--- src/rtl/bcd_updown_counter_pkg.sv ---
// Shared constants and helpers for the multi-digit BCD up/down counter.
package bcd_updown_counter_pkg;

  localparam int unsigned DIGIT_W = 4;

  typedef logic [DIGIT_W-1:0] bcd_t;

  localparam bcd_t BCD_MAX = 4'd9;
  localparam bcd_t BCD_MIN = 4'd0;

  // Any nibble above 9 is forced to 9 so the register only ever holds BCD.
  function automatic bcd_t bcd_clamp(input bcd_t v);
    return (v > BCD_MAX) ? BCD_MAX : v;
  endfunction

endpackage

--- src/rtl/bcd_updown_counter_digit.sv ---
// One BCD digit of the cascaded counter: registered value plus carry/borrow out.
module bcd_digit
  import bcd_updown_counter_pkg::*;
(
  input  logic clk,
  input  logic rst,
  input  logic load,
  input  bcd_t load_nib,
  input  logic step_in,
  input  logic updown,
  input  logic hold,
  output bcd_t digit,
  output logic step_out
);

  bcd_t digit_q;
  bcd_t digit_d;

  // Next value when this digit is asked to step up or down.
  always_comb begin
    digit_d = digit_q;
    if (step_in && !hold) begin
      if (updown) begin
        digit_d = (digit_q == BCD_MAX) ? BCD_MIN : digit_q + 4'd1;
      end else begin
        digit_d = (digit_q == BCD_MIN) ? BCD_MAX : digit_q - 4'd1;
      end
    end
  end

  // Digit register: reset, then load, then step/hold.
  always_ff @(posedge clk) begin
    if (!rst) begin
      digit_q <= BCD_MIN;
    end else if (load) begin
      digit_q <= load_nib;
    end else begin
      digit_q <= digit_d;
    end
  end

  assign digit    = digit_q;
  assign step_out = step_in & (updown ? (digit_q == BCD_MAX) : (digit_q == BCD_MIN));

endmodule

--- src/rtl/bcd_updown_counter.sv ---
// Multi-digit up/down BCD counter with enable, clamped parallel load and a
// registered terminal-count pulse. Define BCD_SATURATE_EN to saturate at the
// limits instead of wrapping.
module bcd_updown_counter
  import bcd_updown_counter_pkg::*;
#(
  parameter int unsigned DIGITS = 4
) (
  input  logic                        clk,
  input  logic                        rst,
  input  logic                        en,
  input  logic                        updown,
  input  logic                        load,
  input  logic [DIGIT_W*DIGITS-1:0]   load_val,
  output logic [DIGIT_W*DIGITS-1:0]   c_out,
  output logic                        tc
);

  logic [DIGITS:0] step;
  logic            hold;
  logic            tc_q;
  logic            tc_d;

  assign step[0] = en;

  // Carry out of the last digit means every digit sits at the limit for the
  // current direction with en high: the terminal condition in both builds.
  assign tc_d = step[DIGITS];

`ifdef BCD_SATURATE_EN
  // Freezing every digit at the terminal condition turns wrap into saturate
  // without touching the carry chain that detects it.
  assign hold = step[DIGITS];
`else
  assign hold = 1'b0;
`endif

  for (genvar g = 0; g < DIGITS; g++) begin : g_digit
    bcd_digit u_digit (
      .clk      (clk),
      .rst      (rst),
      .load     (load),
      .load_nib (bcd_clamp(load_val[g*DIGIT_W +: DIGIT_W])),
      .step_in  (step[g]),
      .updown   (updown),
      .hold     (hold),
      .digit    (c_out[g*DIGIT_W +: DIGIT_W]),
      .step_out (step[g+1])
    );
  end

  // Terminal-count register, aligned with the wrapped/held count.
  always_ff @(posedge clk) begin
    if (!rst) begin
      tc_q <= 1'b0;
    end else if (load) begin
      tc_q <= 1'b0;
    end else begin
      tc_q <= tc_d;
    end
  end

  assign tc = tc_q;

endmodule

--- config.mk ---
export PLATFORM = sky130hd
export DESIGN_NAME = bcd_updown_counter
export DESIGN_NICKNAME = d
export VERILOG_FILES = /design/src/rtl/bcd_updown_counter_pkg.sv /design/src/rtl/bcd_updown_counter_digit.sv /design/src/rtl/bcd_updown_counter.sv
export SDC_FILE = /design/constraint.sdc
export NUM_CORES = 1
export LEC_CHECK = 0
export BUFFER_PORTS_ARGS = -buffer_cell sky130_fd_sc_hd__buf_2
export CAP_MARGIN = 5
export CORE_UTILIZATION = 53
export DETAILED_ROUTE_END_ITERATION = 6
export PLACE_DENSITY_LB_ADDON = 0.2
export SETUP_SLACK_MARGIN = 0.5
export SYNTH_ARGS = -nofsm -noshare
export SYNTH_HDL_FRONTEND = slang
export SYNTH_SLANG_ARGS = --single-unit
--- constraint.sdc ---
create_clock -name clk -period 1.9 [get_ports clk]
set_input_delay 0.095 -clock clk [delete_from_list [all_inputs] [get_ports clk]]
set_output_delay 0.095 -clock clk [all_outputs]
set_load 0.01 [all_outputs]
Word level (Yosys, flattened, before mapping)
Index checks and enable logic that the tools add are counted.
{ "totals": {"ff_bits": 17, "input_bits": 21, "output_inout_bits": 17, "word_cells": 63} }
{ "op_classes": {"n_addsub": 8, "order_cmp": 4, "eq_ne": 4, "mux": 28, "bitwise": 5, "reduce_logical": 9} }
{ "op_table": {"columns": ["cell", "count"], "rows": [
  ["$mux 4", 24],
  ["$add 4x1->4 const B", 4],
  ["$eq 4x4->1 const B", 4],
  ["$gt 4x4->1 const B", 4],
  ["$logic_not 4->1", 4],
  ["$sub 4x1->4 const B", 4],
  ["$reduce_bool 2->1", 4],
  ["$and 1x1->1", 4],
  ["$mux 1", 4],
  ["$reduce_or 2->1", 1],
  ["$not 1->1", 1]
]} }

Logic depth before layout (Yosys ltp)
{ "logic_depth": {"ltp_word": 7, "depth_mapped": 7, "ltp_nobuf": 5} }

Cells and area by module
A second synthesis with hierarchy kept.
{ "hier_totals": {"hier_cells": 196, "area_unflattened_um2": 1467.7} }
{ "modules_own_cells": {"columns": ["mod", "n_inst", "cells_per_inst", "area_each_um2", "seq_area_each_um2"], "rows": [
  ["bcd_digit", 4, 43, 331.6, 80.1],
  ["bcd_updown_counter", 1, 24, 141.4, 20.0]
]} }

Worst setup path before layout
No wires, ideal clock.
{ "synth_path": {"path_type": "register to register", "start": "register g_digit[0].u_digit.digit_q[3]", "end": "register g_digit[1].u_digit.digit_q[1]", "setup_time_ns": 0.074, "arrival_ns": 1.525, "t_required_ns": 1.826, "setup_slack_ns": 0.301, "path_stages_with_launch": 6, "n_path_buf": 1, "synth_period_minus_slack_ns": 1.599, "cell_sequence": "dfxtp_1 buf_2 and3_2 o21ai_4 or4_1 a31oi_1"} }
{ "synth_between": {"elab_chain_cells": 4, "elab_cells_between_ends": 5, "classes_between": "eq/ne (1); mux (1); bitwise (1); reduce/logical (2)"} }
{ "synth_lines": {"columns": ["element", "line_no", "source"], "rows": [
  ["start, declared", "bcd_updown_counter_digit.sv:16", "bcd_t digit_q;"],
  ["start signal, assigned", "bcd_updown_counter_digit.sv:36", "digit_q <= load_nib;"],
  ["start signal, assigned", "bcd_updown_counter_digit.sv:38", "digit_q <= digit_d;"],
  ["$eq 4x4->1 / $logic_not 4->1 (equally long branches)", "bcd_updown_counter_digit.sv:43", "assign step_out = step_in & (updown ? (digit_q == BCD_MAX) : (digit_q == BCD_MIN));"],
  ["$mux 1 *", "bcd_updown_counter_digit.sv:43", null],
  ["$and 1x1->1 *", "bcd_updown_counter_digit.sv:43", null],
  ["$reduce_bool 2->1 (no source line) *", null, null],
  ["end signal, assigned", "bcd_updown_counter_digit.sv:36", null],
  ["end signal, assigned", "bcd_updown_counter_digit.sv:38", null],
  ["end, declared", "bcd_updown_counter_digit.sv:16", null]
]} }
Mark *: on every way between the ends. The rest lies on a longest branch, timed or not.
A chain may end at the register's enable or synchronous reset.

Worst setup path after layout
{ "layout_path": {"start": "register g_digit[1].u_digit.digit_q[0]", "end": "register g_digit[1].u_digit.digit_q[1]"} }
{ "layout_between": {"elab_chain_cells": 5, "elab_cells_between_ends": 9, "classes_between": "add/sub (2); eq/ne (1); mux (5); reduce/logical (1)"} }
{ "layout_lines": {"columns": ["element", "line_no", "source"], "rows": [
  ["$sub 4x1->4, or another cell as far along", "bcd_updown_counter_digit.sv:26", "digit_d = (digit_q == BCD_MIN) ? BCD_MAX : digit_q - 4'd1;"],
  ["$mux 4, on equally long branches", "bcd_updown_counter_digit.sv:26, bcd_updown_counter_digit.sv:24", null],
  ["$mux 4 *", "bcd_updown_counter_digit.sv:23", "if (updown) begin"],
  ["$mux 4 *", "bcd_updown_counter_digit.sv:22", "if (step_in && !hold) begin"],
  ["$mux 4 *", "bcd_updown_counter_digit.sv:35", "end else if (load) begin"]
]} }
Mark *: on every way between the ends. The rest lies on a longest branch, timed or not. The select of a mux whose other input is x is not followed.

==> impl_results.md <==
- Setup-failing EPs final: 0
- Area leader, netlist: dfxtp_1
- Core Region: between 0.002 and 0.003 mm^2
- Flops & latches, synth: 17
- Routed vias: between 1.5k and 2k
- Num rows: 19
- Post-synth ARST share: 0%
- Slew Viols, Final: 0
- Final ANT Viol Nets: 0
- RSZ-0062 raised after global routing: yes
- Final instance area: 0.001888 mm^2
- Share of layout cells above drive strength 1: between 30% and 40%
- CP Max Fanout: 7
- Unique masters post-synth: 53
- Top cells by area, synth: dfxtp_1 22%, o21ai_0 5.2%, a21oi_1 3.9%, nor2_1 3.9%, o21a_1 3.4%
- Delay-heaviest family, CP: simple AND/OR/NAND/NOR gates
- Drt total wl: 4072 um
- Cell Pwr Density: around 530 mW/mm^2
- ANT cells: 0
- Crit-path max cell delay: roughly 0.56 ns
- DIE HEIGHT: 55.67 um
- CTS H-tree depth: 1
- YS warnings: 0
- Placed Cells: between 200 and 300
- CP arrival: approximately 1.7 ns
- Synth Instances: 204
- CP Capture Type: flop
- Per-cell routed wire length: 14.97 um
- Chip Width: 55.67 um
- Failing checks: design-rule violations
- Hold WC Path Type: in2reg
- Worst EP required: approximately 2.1 ns
- Die area: 0.003099 mm^2
- Status: finished with violations
- Total GRT Usage: between 20% and 30%
- Sequential area share after synthesis: 22.30%
- Remaining global-route overflow: 0
- Count leader, synth: dfxtp_1
- Post-synth top area share: 22.30%
- IO Count: 38
- # fillers: 233
- Skew-Pair Late Insertion Delay: 0.30 ns
- Number of global-route vias before repair: 1,412
- Number of buffers and inverters on the critical path: 1
- First-pass GRT wire length: 6555 um
- Ys flop type: dfxtp_1
- Final setup skew: between 0.006 and 0.007 ns
- Clock tree buffer depth: 2
- Actual slew at the worst max-slew pin: 0.5557 ns
- Max-cap violations: 0
- Final std cells w/o fill: ~270
- Critical path startpoint category: flop
- Port bufs: 37
- Post-synth EDFFs: 0
- Most instantiated cells after synthesis: 17 x dfxtp_1, 16 x nor2_1, 16 x o21ai_0
- Setup CP Type: reg2reg
- Drt first pass iters: 6
- Slew HR: 62.92%
- DP HPWL: approximately 2600 um
- Root Buffer: clkbuf_4
- Initial antenna violation count: 0
- Worst vdd rail ir drop: 504.6 uV
- Critical path's slowest cell: or4_1
- RD Place Congestion: roughly 0.8
- Fmax: 671.5 MHz
- Setup TNS: 0 ns
- Final core utilization: 69.06%
- Crit-path cells: buf_6 > xor2_1 > or4_1 > a31oi_1
- CTS tree: built
- Crit path time final: 1.489 ns
- Largest net degree at the start of global routing: 30
- Via/cell ratio: 6.018
- CTS Hold Buffers Added: 0
- Synthesized net count: 225
- Syn Std Cell Area: roughly 0.0015 mm^2
- Area post-placement: 0.001643 mm^2
- Hold Vio Cnt, Final: 0
- DR iter-0 viols: 76
- Initial Utilization: a little under three fifths
- Clock sink count: 17
- Total CTS buffers: 3
- Syn Area/Cell: 7.483 um^2
- Area Overhead vs Synth: 23.69%
- Leakage: between 0.7 and 0.8 nW
- # DRC: 2
- Tcrit/Tclk final: roughly 78%
- Nets: 263
- Clock Pin Slew Worst Setup and Hold Paths: around 0.10 ns
[flip-flops by register name, summed over array words and instances, names as in the netlist]
register,count
g_digit.u_digit.digit,16
tc,1
[cell usage in the layout, fill, tap and decap left out, types with 5 or more instances in the layout]
cell / Yosys / final
o21a_1: 7 / 7
a21oi_1: 12 / 12
buf_4: 6 / 14
dfxtp_4: 0 / 7
o21ai_0: 16 / 13
nor2b_1: 6 / 6
nand3_1: 9 / 9
nand3b_1: 5 / 5
xnor2_1: 6 / 6
nand2_1: 13 / 13
nor2_1: 16 / 13
o31ai_1: 5 / 5
buf_2: 3 / 36
and3_1: 6 / 6
dfxtp_1: 17 / 6
[timing repair]
| item | CTS | global route |
|---|---|---|
| gates cloned | 1 | 0 |
| endpoints found under the hold margin | 0 | 0 |
| setup buffers | 12 | 4 |
| pin swaps | 0 | 16 |
| resized for setup | 15 | 17 |
| setup endpoints to repair | 14 | 14 |
[stage by stage]
stage | worst slack, ns | hold slack [ns] | power, mW
after floorplan | 0.4613 | 0.2357 | 0.6794
after global placement | 0.3431 | 0.3441 | 0.7242
after detailed placement | 0.2678 | 0.3533 | 0.7367
after CTS | 0.4460 | 0.03771 | 0.9789
after global routing | 0.3540 | 0.04806 | 1.064
final | 0.4107 | 0.05171 | 1.008
[worst register-to-register path, delay by kind of cell (launching register included)]
kind / cells / cell delay (ns)
AOI/OAI and AO/OA: 1 / 0.17
xor gates and xnor gates: 1 / 0.17
buffers and inverters: 1 / 0.13
DFF: 1 / 0.39
and+or+nand+nor: 1 / 0.57
[logic make-up after synthesis]
group                  count (synthesis)  synth area share (%)
buffers and inverters                 27                 9.344
multiplexers                           2                 1.312
AO/OA/AOI/OAI                         69                 31.72
AND/OR/NAND/NOR                       79                 29.59
flip-flops                            17                 22.30
XOR/XNOR                              10                 5.737
[final timing paths]
| path | start | end | slack (ns) | depth (start not counted) |
|---|---|---|---|---|
| worst max-delay path | g_digit[1].u_digit.digit[0] | g_digit[1].u_digit.digit[1] | 0.41 | 4 |
| worst min-delay path | load_val[0] | g_digit[0].u_digit.digit[0] | 0.05 | 2 |
| worst max register to register | g_digit[1].u_digit.digit[0] | g_digit[1].u_digit.digit[1] | 0.41 | 4 |
| worst min register to register | g_digit[2].u_digit.digit[3] | g_digit[2].u_digit.digit[3] | 0.59 | 2 |
[per-layer routing]
layer,track usage (%),vias up,routed length [um]
li1,-,823,-
met1,35.12,753,1766
met2,44.23,54,2022
met3,2.558,7,230
met4,8.571,0,52
met5,0,-,0
[where the power goes]
| group | switching [mW] | internal [mW] | leakage (nW) |
|---|---|---|---|
| sequential | 0.0616 | 0.381 | 0.146 |
| clock | 0.125 | 0.0819 | 0.0150 |
| combinational | 0.182 | 0.176 | 0.614 |
| total | 0.369 | 0.639 | 0.775 |
[final cells by class]
class	instances	area (um^2)	share of cell area, %
well taps	31	38.79	2.054
flip-flops and latches	17	371.6	19.68
clock buffers	4	26.28	1.392
repair buffers	54	326.6	17.30
inverters	5	21.27	1.127
multi-input cells	161	1104	58.45
(Power assumes the default switching activity.)
